==> src/rtl/booth2_wallace_mult_pipe_if.sv <==
// ============================================================================
// booth2_wallace_mult_pipe_if : operand/product stream bundle for the multiplier
// Rev 1.0
// ============================================================================
`default_nettype none

interface booth2_wallace_mult_pipe_if #(
  parameter int WIDTH = 16
);
  logic               in_valid;
  logic               in_ready;
  logic               in_signed;
  logic [WIDTH-1:0]   in_a;
  logic [WIDTH-1:0]   in_b;
  logic               out_valid;
  logic               out_ready;
  logic [2*WIDTH-1:0] out_p;

  modport master (
    output in_valid, in_signed, in_a, in_b, out_ready,
    input  in_ready, out_valid, out_p
  );

  modport slave (
    input  in_valid, in_signed, in_a, in_b, out_ready,
    output in_ready, out_valid, out_p
  );
endinterface

`default_nettype wire

==> src/rtl/booth2_wallace_mult_pipe.sv <==
// ============================================================================
// booth2_wallace_mult_pipe : 3-stage radix-4 Booth / 4:2 Wallace multiplier
// Rev 1.0
// ============================================================================
`default_nettype none

module booth2_wallace_mult_pipe #(
  parameter int WIDTH    = 16,
  parameter bit SIGN_EXT = 1'b1
) (
  input  wire logic                 sys_clk,
  input  wire logic                 sys_rst_n,
  booth2_wallace_mult_pipe_if.slave bus
);

  localparam int PW = 2 * WIDTH;      // product width
  localparam int NR = WIDTH / 2 + 1;  // Booth rows
  localparam int RW = WIDTH + 3;      // row width incl. sign bit
  localparam int M  = WIDTH + 2;      // sign-bit position inside a row

  function automatic int next_cnt(input int c);
    if (c <= 2) return c;
    return 2 * (c / 4) + ((c % 4 == 3) ? 2 : (c % 4));
  endfunction

  function automatic int num_lvl();
    int c;
    int n;
    c = NR;
    n = 0;
    while (c > 2) begin
      c = next_cnt(c);
      n++;
    end
    return n;
  endfunction

  function automatic int lvl_cnt(input int l);
    int c;
    c = NR;
    for (int i = 0; i < l; i++) c = next_cnt(c);
    return c;
  endfunction

  function automatic int lvl_off(input int l);
    int o;
    o = 0;
    for (int i = 0; i < l; i++) o += lvl_cnt(i);
    return o;
  endfunction

  function automatic logic [PW-1:0] maj3(input logic [PW-1:0] x, y, z);
    return (x & y) | (x & z) | (y & z);
  endfunction

  localparam int NLVL  = num_lvl();
  localparam int OFF_F = lvl_off(NLVL);
  localparam int NT    = OFF_F + 2;

  logic                   advance;
  logic                   v1_q, v2_q, v3_q;
  logic [NR-1:0][PW-1:0]  pp_d, pp_q;
  logic [PW-1:0]          sum_d, sum_q, carry_d, carry_q;
  logic [PW-1:0]          p_d, p_q;
  logic [PW-1:0]          t [NT];

  // Whole pipeline moves in lock-step; bubbles are not squeezed out.
  assign advance       = ~v3_q | bus.out_ready;
  assign bus.in_ready  = advance;
  assign bus.out_valid = v3_q;
  assign bus.out_p     = p_q;

  always_comb begin
    logic [WIDTH+1:0] ax;
    logic [WIDTH+2:0] bxe;
    logic [2:0]       trip;
    logic             one, two, neg, neg_prev, s;
    logic [RW-1:0]    mag, r;
    logic [M+2:0]     code;
    logic [PW-1:0]    row;
    pp_d     = '0;
    ax       = {{2{bus.in_signed & bus.in_a[WIDTH-1]}}, bus.in_a};
    bxe      = {{2{bus.in_signed & bus.in_b[WIDTH-1]}}, bus.in_b, 1'b0};
    neg_prev = 1'b0;
    for (int k = 0; k < NR; k++) begin
      trip = bxe[2*k +: 3];
      one  = trip[1] ^ trip[0];
      two  = (trip == 3'b011) || (trip == 3'b100);
      neg  = trip[2] & ~(trip[1] & trip[0]);
      mag  = one ? {ax[WIDTH+1], ax} : (two ? {ax, 1'b0} : '0);
      r    = neg ? ~mag : mag;
      s    = r[RW-1];
      code = '0;
      if (SIGN_EXT) begin
        // Sign-coded prefixes; their constant offsets sum to 2^(2*WIDTH+4) == 0 mod 2^PW.
        code = (k == 0) ? {~s, s, s, r[M-1:0]} : {1'b0, 1'b1, ~s, r[M-1:0]};
        row  = PW'(code);
      end else begin
        row = {{(PW-RW){s}}, r};
      end
      row = row << (2 * k);
      // Previous row's negation +1 sits in this row's empty low gap.
      if (k > 0) row = row | (PW'(neg_prev) << (2 * k - 2));
      pp_d[k]  = row;
      neg_prev = neg;
    end
  end

  for (genvar r = 0; r < NR; r++) begin : g_l0
    assign t[r] = pp_q[r];
  end

  for (genvar L = 0; L < NLVL; L++) begin : g_lvl
    localparam int CI = lvl_cnt(L);
    localparam int OI = lvl_off(L);
    localparam int OO = lvl_off(L + 1);
    localparam int NG = CI / 4;
    for (genvar g = 0; g < NG; g++) begin : g_c42
      logic [PW-1:0] s1, c1;
      assign s1          = t[OI+4*g] ^ t[OI+4*g+1] ^ t[OI+4*g+2];
      assign c1          = maj3(t[OI+4*g], t[OI+4*g+1], t[OI+4*g+2]) << 1;
      assign t[OO+2*g]   = s1 ^ c1 ^ t[OI+4*g+3];
      assign t[OO+2*g+1] = maj3(s1, c1, t[OI+4*g+3]) << 1;
    end
    if (CI % 4 == 3) begin : g_c32
      assign t[OO+2*NG]   = t[OI+4*NG] ^ t[OI+4*NG+1] ^ t[OI+4*NG+2];
      assign t[OO+2*NG+1] = maj3(t[OI+4*NG], t[OI+4*NG+1], t[OI+4*NG+2]) << 1;
    end else if (CI % 4 != 0) begin : g_pass
      for (genvar r = 0; r < CI % 4; r++) begin : g_wire
        assign t[OO+2*NG+r] = t[OI+4*NG+r];
      end
    end
  end

  assign sum_d   = t[OFF_F];
  assign carry_d = t[OFF_F+1];
  assign p_d     = sum_q + carry_q;

  always_ff @(posedge sys_clk or negedge sys_rst_n) begin
    if (!sys_rst_n) begin
      v1_q    <= 1'b0;
      v2_q    <= 1'b0;
      v3_q    <= 1'b0;
      pp_q    <= '0;
      sum_q   <= '0;
      carry_q <= '0;
      p_q     <= '0;
    end else if (advance) begin
      v1_q <= bus.in_valid;
      v2_q <= v1_q;
      v3_q <= v2_q;
      if (bus.in_valid) pp_q <= pp_d;
      if (v1_q) begin
        sum_q   <= sum_d;
        carry_q <= carry_d;
      end
      if (v2_q) p_q <= p_d;
    end
  end

endmodule

`default_nettype wire

==> src/flat_wrapper.sv <==
// flat-port wrapper written by rule: the top's interface ports become plain ports
module booth2_wallace_mult_pipe_flat 
#(
  parameter int WIDTH    = 16,
  parameter bit SIGN_EXT = 1'b1
)
  (sys_clk, sys_rst_n, bus_in_valid, bus_in_signed, bus_in_a, bus_in_b, bus_out_ready, bus_in_ready, bus_out_valid, bus_out_p);
  booth2_wallace_mult_pipe_if #(.WIDTH(WIDTH)) bus_i ();
  input  wire logic sys_clk;
  input  wire logic sys_rst_n;
  input wire logic [$bits(bus_i.in_valid)-1:0] bus_in_valid;
  input wire logic [$bits(bus_i.in_signed)-1:0] bus_in_signed;
  input wire logic [$bits(bus_i.in_a)-1:0] bus_in_a;
  input wire logic [$bits(bus_i.in_b)-1:0] bus_in_b;
  input wire logic [$bits(bus_i.out_ready)-1:0] bus_out_ready;
  output wire logic [$bits(bus_i.in_ready)-1:0] bus_in_ready;
  output wire logic [$bits(bus_i.out_valid)-1:0] bus_out_valid;
  output wire logic [$bits(bus_i.out_p)-1:0] bus_out_p;
  assign bus_i.in_valid = bus_in_valid;
  assign bus_i.in_signed = bus_in_signed;
  assign bus_i.in_a = bus_in_a;
  assign bus_i.in_b = bus_in_b;
  assign bus_i.out_ready = bus_out_ready;
  assign bus_in_ready = bus_i.in_ready;
  assign bus_out_valid = bus_i.out_valid;
  assign bus_out_p = bus_i.out_p;
  booth2_wallace_mult_pipe #(.WIDTH(WIDTH), .SIGN_EXT(SIGN_EXT)) u_core (.sys_clk(sys_clk), .sys_rst_n(sys_rst_n), .bus(bus_i));
endmodule
==> config.mk <==
export PLATFORM = sky130hd
export DESIGN_NAME = booth2_wallace_mult_pipe_flat
export DESIGN_NICKNAME = d
export VERILOG_FILES = /design/src/rtl/booth2_wallace_mult_pipe_if.sv /design/src/rtl/booth2_wallace_mult_pipe.sv /design/src/flat_wrapper.sv
export SDC_FILE = /design/constraint.sdc
export NUM_CORES = 1
export LEC_CHECK = 0
export CAP_MARGIN = 20
export CORE_MARGIN = 4
export CORE_UTILIZATION = 62
export DETAILED_ROUTE_END_ITERATION = 10
export HOLD_SLACK_MARGIN = 0.03
export PLACE_DENSITY = 0.77
export SLEW_MARGIN = 5
export SYNTH_ARGS = -nofsm -noshare
export SYNTH_HDL_FRONTEND = slang
export SYNTH_SLANG_ARGS = --single-unit
==> constraint.sdc <==
create_clock -name sys_clk -period 5.3 [get_ports sys_clk]
set_input_delay 1.06 -clock sys_clk [delete_from_list [all_inputs] [get_ports sys_clk]]
set_output_delay 1.06 -clock sys_clk [all_outputs]
set_load 0.02 [all_outputs]
==> metrics.json <==
{
  "power-per-cell-area_nw_per_um2": 691.5,
  "route.detailed.drc": 0,
  "final_cells": 2445,
  "hp-class": "reg -> reg",
  "grt.total_usage_pct": 28.47,
  "flow.area_growth_from_synthesis_pct": 10.46,
  "synth.yosys.seq_area_share_pct": 35.55,
  "finalWeightedCongestion": 0.9298,
  "synth_cell_types": 60,
  "remaining_overflow_grt": 0,
  "ios": 71,
  "die_y_um": 182.8,
  "critical_path_required_ns": 4.24,
  "leak_pwr_nw": 9.677,
  "ys.warnings.count": 0,
  "vias_per_cell": 6.072,
  "setup_total_negative_slack_ns": 0,
  "cts_root_buf": "sky130_fd_sc_hd__clkbuf_16",
  "synth_edf_count": 0,
  "drv_slew": 0,
  "cts_buffers": 30,
  "vdd.ir_drop.worst_mv": 0.5840,
  "gate_count_of_the_mapped_netlist": 2053,
  "cts.sinks": 269,
  "die_w_um": 182.8,
  "wl_per_cell_um": 19.55,
  "placementRows": 63,
  "share_of_the_cycle_needed_by_the_critical_path_after_routing_pct": 70.24,
  "fp.dieArea_sq_um": 33400,
  "cts_tree": "yes",
  "timing.hold.worst_path_depth": 2,
  "postLayoutSetupSlackWorst_ns": 1.577,
  "ys_top_cells_by_area": "sky130_fd_sc_hd__dfrtp_1 36%, sky130_fd_sc_hd__fa_1 13%, sky130_fd_sc_hd__nand2_1 7.3%",
  "dp_slack_ns": 1.140,
  "vias_in_the_first_global_route": 14310,
  "clk_pin_slew_ns": 0.05,
  "synthesized_area_per_cell_sq_um": 9.224,
  "ys_async_sr_fraction_pct": 100.0,
  "worst_ep_arrival_time_ns": 2.66,
  "detail_route.wirelength_mm": 47.80,
  "hold_buffers": 0,
  "post-synth-top-area-cell": "sky130_fd_sc_hd__dfrtp_1",
  "worst_slew_margin_rel_pct": 29.78,
  "start_util_pct": 63.39,
  "final_worst_path_period_need_ns": 3.723,
  "finalPower_mw": 14.46,
  "clock_tree.buffer_depth": 3,
  "buffer_ports.inserted": 70,
  "max_fo_critical_path": 9,
  "finClkSkew_ns": 0.01450,
  "grt_antenna_before_repair": 0,
  "layout_filler_cell_count": 2256,
  "detailroute.via_count": 14850,
  "synth_ff_type": "sky130_fd_sc_hd__dfrtp_1",
  "core_sq_um": 29870,
  "timing.reg2reg.worst_path_depth": 10,
  "detailedRoute.firstIterationViolations": 1497,
  "max_freq_ghz": 0.2686,
  "setup_repair_after_global_routing_missed_its_margin": "no",
  "postSynthNetCount": 2291,
  "remaining_antenna_violation_count": 0,
  "timing.final.setup_violations": 0,
  "post_route_cells_drive_above_1_share_pct": 9.100,
  "nets": 2269,
  "cts_post_setup_buffers_inserted": 0,
  "drt_pass1_iterations": 5,
  "synth.cell_area_sq_um": 18940,
  "clock_insertion_delay_worst_skew_ns": 0.56,
  "htree_num_levels": 1,
  "ctsResizeCount": 0,
  "wire_length_of_the_first_global_routing_pass_mm": 77.09,
  "critical_path.endpoint_type": "output port",
  "cap_viol_max_count": 0,
  "grt_start_max_net_pins": 117,
  "setup.worst_path.class": "in -> out",
  "crit_path_start_kind": "input pin",
  "timing_hold_violations_final": 0,
  "yosys.area.top_type_share_pct": 35.55,
  "status": "finished clean",
  "ys_seq_elements": 269,
  "ys_top_cells_by_count": "368 x sky130_fd_sc_hd__nand2_1, 269 x sky130_fd_sc_hd__dfrtp_1, 195 x sky130_fd_sc_hd__inv_1",
  "slew_at_the_pin_with_the_worst_max_slew_slack_ns": 1.053,
  "dp_cells": 2382,
  "diodes": 0,
  "hpwl_mm": 33.57,
  "synthMostInstantiatedCell": "sky130_fd_sc_hd__nand2_1"
}
==> logic make-up after synthesis <==
| family | Yosys count | share of synthesized area [%] |
|---|---|---|
| and+or+nand+nor | 516 | 11.00 |
| adders and majority gates | 201 | 18.08 |
| muxes | 120 | 6.746 |
| DFF | 269 | 35.55 |
| buffers and inverters | 368 | 7.684 |
| AOI/OAI and AO/OA | 487 | 16.69 |
| xor gates and xnor gates | 92 | 4.255 |
==> power by group <==
group | total (mW) | internal [mW] | leakage [nW] | switching, mW
logic | 8.97 | 4.02 | 5.90 | 4.95
registers | 3.31 | 2.81 | 3.27 | 0.504
clock network | 2.18 | 1.32 | 0.507 | 0.867
==> layout by cell type (no fill, tap or decap), types with 11 or more instances in the layout <==
cell type	synthesis	routed
sky130_fd_sc_hd__o21ai_0	190	190
sky130_fd_sc_hd__nand2b_1	14	14
sky130_fd_sc_hd__nor2_1	74	74
sky130_fd_sc_hd__ha_1	80	80
sky130_fd_sc_hd__o22ai_1	47	47
sky130_fd_sc_hd__a21oi_1	42	42
sky130_fd_sc_hd__o211ai_1	28	28
sky130_fd_sc_hd__nand2_1	368	365
sky130_fd_sc_hd__o221ai_1	49	49
sky130_fd_sc_hd__fa_1	121	121
sky130_fd_sc_hd__inv_1	195	195
sky130_fd_sc_hd__a21o_1	11	11
sky130_fd_sc_hd__mux2_2	61	61
sky130_fd_sc_hd__a221oi_1	15	15
sky130_fd_sc_hd__clkdlybuf4s50_1	0	69
sky130_fd_sc_hd__xor2_1	56	56
sky130_fd_sc_hd__buf_4	0	40
sky130_fd_sc_hd__mux2i_1	59	59
sky130_fd_sc_hd__clkbuf_16	0	31
sky130_fd_sc_hd__nand3_1	36	36
sky130_fd_sc_hd__xnor2_1	36	36
sky130_fd_sc_hd__dfrtp_1	269	269
sky130_fd_sc_hd__o31ai_1	49	49
==> flip-flops by register name (all words and copies together) (netlist names) <==
| register | flops |
|---|---|
| u_core.sum_q | 32 |
| u_core.v2_q | 1 |
| u_core.bus.out_p | 32 |
| u_core.v1_q | 1 |
| u_core.pp_q | 176 |
| u_core.carry_q | 26 |
| u_core.bus.out_valid | 1 |
==> layer usage <==
metal | share of wire [%] | global-route usage (%)
met5 | 0 | 0
met4 | 3.9 | 10.45
met3 | 9.7 | 4.106
met2 | 44 | 42.84
met1 | 42 | 42.61
==> metrics by stage <==
step                cell area, sq um  hold WS, ns  util [%]
CTS                            20830       0.4818     69.72
finish                         20920       0.4746     70.02
detailed placement             19780       0.4690     66.21
global route                   20920       0.5029     70.02
global placement               19720       0.4610     66.00
floorplan                      18940       0.4498         -
==> layout make-up <==
type                       instances  area, sq um  area share (%)
inverter                         195        732.0           3.499
clock inverter                    18        206.4          0.9870
multi-input combinational       1416        10780           51.52
tap                              390        488.0           2.333
timing repair buffer             119         1141           5.455
sequential                       269         6731           32.18
clock buffer                      38        842.1           4.026
==> final timing paths <==
check	start	slack, ns	end
worst min register to register	u_core.bus.out_p[22]	0.47	u_core.bus.out_p[22]
min in group asynchronous	sys_rst_n	0.59	u_core.bus.out_p[29]
worst min-delay path	u_core.bus.out_p[22]	0.47	u_core.bus.out_p[22]
worst max register to register	u_core.pp_q[19]	1.72	u_core.sum_q[17]
max in group asynchronous	sys_rst_n	3.51	u_core.pp_q[118]
worst max-delay path	bus_out_ready	1.58	bus_in_ready
==> critical path: stages <==
cell                              delay [ns]
sky130_fd_sc_hd__clkdlybuf4s50_1        0.44
sky130_fd_sc_hd__nand2b_1               0.44
sky130_fd_sc_hd__clkdlybuf4s50_1        0.71
Power figures use the tool's default switching activity.
